File: config.mk
export PLATFORM = sky130hd
export DESIGN_NAME = h_bdy_pix_src
export DESIGN_NICKNAME = d
export VERILOG_FILES = /design/src/rtl/h_bdy_pix_src.sv
export SDC_FILE = /design/constraint.sdc
export NUM_CORES = 1
export LEC_CHECK = 0
export ABC_AREA = 1
export CAP_MARGIN = 20
export CORE_ASPECT_RATIO = 0.5
export CORE_MARGIN = 3
export CORE_UTILIZATION = 61
export DETAILED_ROUTE_END_ITERATION = 10
export PLACE_DENSITY = 0.86
export REMOVE_ABC_BUFFERS = 1
export SYNTH_ARGS = -nofsm -noshare
export SYNTH_HDL_FRONTEND = slang
export SYNTH_SLANG_ARGS = --single-unit
File: constraint.sdc
create_clock -name clk -period 5.73 [get_ports clk]
set_input_delay 1.4325 -clock clk [delete_from_list [all_inputs] [get_ports clk]]
set_output_delay 1.4325 -clock clk [all_outputs]
set_load 0.01 [all_outputs]
File: src/rtl/h_bdy_pix_src.sv
// Frame source for the boundary engine: unpacks 32-bit words into a one-pixel-per-beat
// stream with start-of-frame, end-of-line and end-of-frame markers.
module h_bdy_pix_src #(
  parameter int W_W = 12,
  parameter int H_W = 12
) (
  input  logic           clk,
  input  logic           arst_n,
  input  logic           cfg_start,
  input  logic [W_W-1:0] cfg_w,
  input  logic [H_W-1:0] cfg_h,
  output logic           busy,
  output logic           cfg_err,
  input  logic           in_vld,
  input  logic [31:0]    in_dat,
  output logic           in_rdy,
  output logic           out_vld,
  output logic           out_pix,
  output logic           out_sof,
  output logic           out_eol,
  output logic           out_eof,
  input  logic           out_rdy
);

  typedef enum logic [1:0] {IDLE, FETCH, EMIT} state_t;

  state_t         state, state_nxt;
  logic [W_W-1:0] w_q, col;
  logic [H_W-1:0] h_q, row;
  logic [4:0]     bit_idx;
  logic [31:0]    word_q;
  logic           cfg_err_q;

  logic start_ok, start_bad, in_fire, out_fire;
  logic at_eol, at_eof, at_sof, last_bit;

  assign start_ok  = (state == IDLE) & cfg_start & (cfg_w != '0) & (cfg_h != '0);
  assign start_bad = (state == IDLE) & cfg_start & ((cfg_w == '0) | (cfg_h == '0));
  assign at_sof    = (row == '0) & (col == '0);
  assign at_eol    = (col == w_q - 1'b1);
  assign at_eof    = at_eol & (row == h_q - 1'b1);
  assign last_bit  = &bit_idx;
  assign in_fire   = (state == FETCH) & in_vld;
  assign out_fire  = (state == EMIT) & out_rdy;

  always_ff @(posedge clk or negedge arst_n) begin
    if (!arst_n) state <= IDLE;
    else         state <= state_nxt;
  end

  always_comb begin
    state_nxt = state;
    unique case (state)
      IDLE:    if (start_ok) state_nxt = FETCH;
      FETCH:   if (in_vld) state_nxt = EMIT;
      EMIT: begin
        if (out_rdy) begin
          if (at_eof)                 state_nxt = IDLE;
          else if (at_eol || last_bit) state_nxt = FETCH;
        end
      end
      default: state_nxt = IDLE;
    endcase
  end

  always_comb begin
    busy    = (state != IDLE);
    in_rdy  = (state == FETCH);
    out_vld = (state == EMIT);
    out_pix = (state == EMIT) & word_q[bit_idx];
    out_sof = (state == EMIT) & at_sof;
    out_eol = (state == EMIT) & at_eol;
    out_eof = (state == EMIT) & at_eof;
    cfg_err = cfg_err_q;
  end

  // Position counters; bit_idx is rewound on every fetch, so a row end
  // simply abandons the padding bits left in the current word.
  always_ff @(posedge clk or negedge arst_n) begin
    if (!arst_n) begin
      w_q       <= '0;
      h_q       <= '0;
      col       <= '0;
      row       <= '0;
      bit_idx   <= '0;
      word_q    <= '0;
      cfg_err_q <= 1'b0;
    end else begin
      cfg_err_q <= start_bad;
      if (start_ok) begin
        w_q     <= cfg_w;
        h_q     <= cfg_h;
        col     <= '0;
        row     <= '0;
        bit_idx <= '0;
      end
      if (in_fire) begin
        word_q  <= in_dat;
        bit_idx <= '0;
      end
      if (out_fire && !at_eof) begin
        if (at_eol) begin
          col <= '0;
          row <= row + 1'b1;
        end else begin
          col <= col + 1'b1;
          if (!last_bit) bit_idx <= bit_idx + 1'b1;
        end
      end
    end
  end

endmodule
==> out/summary.txt <==
Pwr Density: 416 nW/um2
Synth Area in Adders: 0.0178
Achievable Freq: 233 MHz
routed wire length: 13.6 mm
Crit. Startpoint: w_q[0]$_DFFE_PN0P_
Top FF cell, synth: dfrtp_1
Pre-Repair DR Iteration Count: 5
worst vdd ir: 288 uV
CTS buffer count: 9
post-synthesis area per instance: 7.71 um2
DRT iter0 DRCs: 305
hpwl dp: 10.1 mm
XOR/XNOR Fraction of Synth Area: 0.0533
Final GP Congestion: 0.944
Final Critical Period: 4.28 ns
vias in the first global route: 4811
Worst Hold Class: reg -> reg
leakage power: 0.00321 uW
largest family of logic cells by synthesized area: simple AND/OR/NAND/NOR gates
DRT antenna net count: 0
Die Y: 73.8 um
core footprint: 8830 um2
I/O Pins: 69
initial antenna violation count: 0
ant diodes: 0
fin nets: 855
Synth Area in Compound Gates: 0.0544
leading area contributor after synthesis: dfrtp_1
crit start category: flip-flop
Post-synth ARST share: 1.00
CP arrival: 2.85 ns
largest net degree at the start of global routing: 68
vias per cell: 5.58
Sink Count: 88
status: finished clean
number of synthesized flops with an enable pin: 0
Initial Util: 0.636
Max Root-Sink Buffers: 2
count leader, synth: nand2_1
global-route wire length before repair: 22.6 mm
CTS resizes: 0
CTS clock-pin slew for the worst setup and hold paths: 0.07 ns
critical path required time: 4.30 ns
mapped cell area: 5610 um2
clock tree root driver cell: clkbuf_16
Port Buffers: 68
CTS H-tree depth: 3
Post-CTS Setup Inserts: 0
Worst setup EP type: output port
Area contributors post-synth: dfrtp_1, nand2_1, mux2_2, nor2_1, nand3_1
CTS tree: done
WL per Instance: 15.0 um
total number of yosys warnings: 0
Least-Margin Pin Slew: 0.733 ns
final hold violations: 0
worst hold start: word_q[1]$_DFFE_PN0P_
Synth Area in Simple Gates: 0.328
Area Growth Syn to Fin: 18.8%
max-cap viol count: 0
Reg2Reg Launch Point: w_q[0]$_DFFE_PN0P_
RSZ-0062 raised after global routing: no
synth cell count leaders: nand2_1, dfrtp_1, nor2_1, inv_1, nand3_1
Yosys top cell area share: 0.392
CP Class: reg -> out
Seq cells post-synth: 88
Post-Synthesis Cells: 728
register area: 2200 um2
die footprint: 10500 um2
mux cell area share after synthesis: 0.0843
final worst-path cycle share: 0.748
Distinct cells, synth: 41
TNS Setup: 0 ns
Cells after DPL: 892
area of the multi-input gates: 3020 um2
clock skew: 0.00775 ns
gr ovfl total: 0
CP Max Fanout: 9
slew margin rel.: 0.511
via count: 5059
layout cells sized above 1: 0.125
Skew-Pair Late Insertion Delay: 0.35 ns
Die Wd: 142 um
Final setup viols: 0
Filler Cell Count: 667
row cnt: 24
sequential area share after synthesis: 0.392
Final Instance Count excl. Fillers: 907
CTS Hold Bufs: 0
drt drc: 0
GRT Overall Usage: 0.273
final max-slew violation count: 0
kinds of logic (layout without fill, tap and decap cells):
logic type / Yosys count / count (layout)
AND/OR/NAND/NOR: 406 / 406
buffers and inverters: 99 / 161
flip-flops: 88 / 88
AO/OA/AOI/OAI: 55 / 55
multiplexers: 42 / 42
XOR/XNOR: 30 / 30
adder cells (fa/ha/maj): 8 / 8
state kept, by name, indices dropped and copies added (netlist names):
signal / cells
row: 12
bit_idx: 5
h_q: 12
word_q: 32
cfg_err: 1
w_q: 12
state: 2
col: 12
worst paths after layout:
path | depth (start not counted) | endpoint | slack (ns)
worst max register to register | 14 | row[7]$_DFF_PN0_ | 3.40
worst min register to register | 1 | word_q[1]$_DFFE_PN0P_ | 0.50
max in group asynchronous | 2 | word_q[13]$_DFFE_PN0P_ | 3.66
worst max-delay path | 13 | out_eof | 1.45
worst min-delay path | 1 | word_q[1]$_DFFE_PN0P_ | 0.50
min in group asynchronous | 1 | h_q[8]$_DFFE_PN0P_ | 1.01
cell usage in the layout (no fill, tap or decap), types with 10 or more instances in the layout:
master,netlist,layout
clkdlybuf4s50_1,0,67
nor2_1,84,84
a21oi_1,21,21
nand3_1,59,59
o21ai_0,22,22
xnor2_1,13,13
dfrtp_1,88,88
xor2_1,14,14
nand4_1,22,22
inv_2,10,10
mux2_2,42,42
nand2_1,191,191
inv_1,64,64
worst max-delay path, stage by stage (launching register included):
cell             delay, ns
dfrtp_1               0.40
inv_2                 0.10
ha_1                  0.23
inv_1                 0.07
nor2_1                0.12
nand3_2               0.11
o21bai_1              0.17
nand3_1               0.11
nor2_2                0.12
nand2_2               0.10
nor2_8                0.17
nand2_4               0.09
nor2_1                0.15
clkdlybuf4s50_1       0.56
where the power goes:
group	switching [uW]	total, uW	leakage, uW	internal, uW
Clock	258	640	0.000149	383
Combinational	612	1100	0.00197	483
Sequential	200	1040	0.00109	841
Total	1070	2780	0.00321	1710
per-layer routing:
| metal | vias up | share of wire | track usage |
|---|---|---|---|
| met5 | - | 0 | 0 |
| met4 | 0 | 0.020 | 0.0872 |
| met3 | 35 | 0.068 | 0.0787 |
| met2 | 157 | 0.48 | 0.470 |
| met1 | 2380 | 0.43 | 0.337 |
| li1 | 2487 | - | - |
cell type report:
cell class | count | area share
clock buffer | 9 | 0.0338
timing repair buffer | 71 | 0.105
sequential | 88 | 0.330
tap | 117 | 0.0220
clock inverter | 6 | 0.0139
multi-input combinational | 541 | 0.453
inverter | 75 | 0.0422
through the flow:
stage | utilization | hold WS [ns] | setup WS (ns) | instance area [um2] | total power (uW)
floorplan | - | 0.474 | 2.06 | 5500 | 1800
global placement | 0.719 | 0.483 | 1.90 | 6350 | 2070
detailed placement | 0.719 | 0.490 | 1.85 | 6350 | 2130
CTS | 0.755 | 0.505 | 1.46 | 6670 | 2780
global route | 0.755 | 0.514 | 1.22 | 6670 | 2970
finish | 0.755 | 0.503 | 1.45 | 6670 | 2780
No activity file was read; power rests on OpenSTA's default activity.
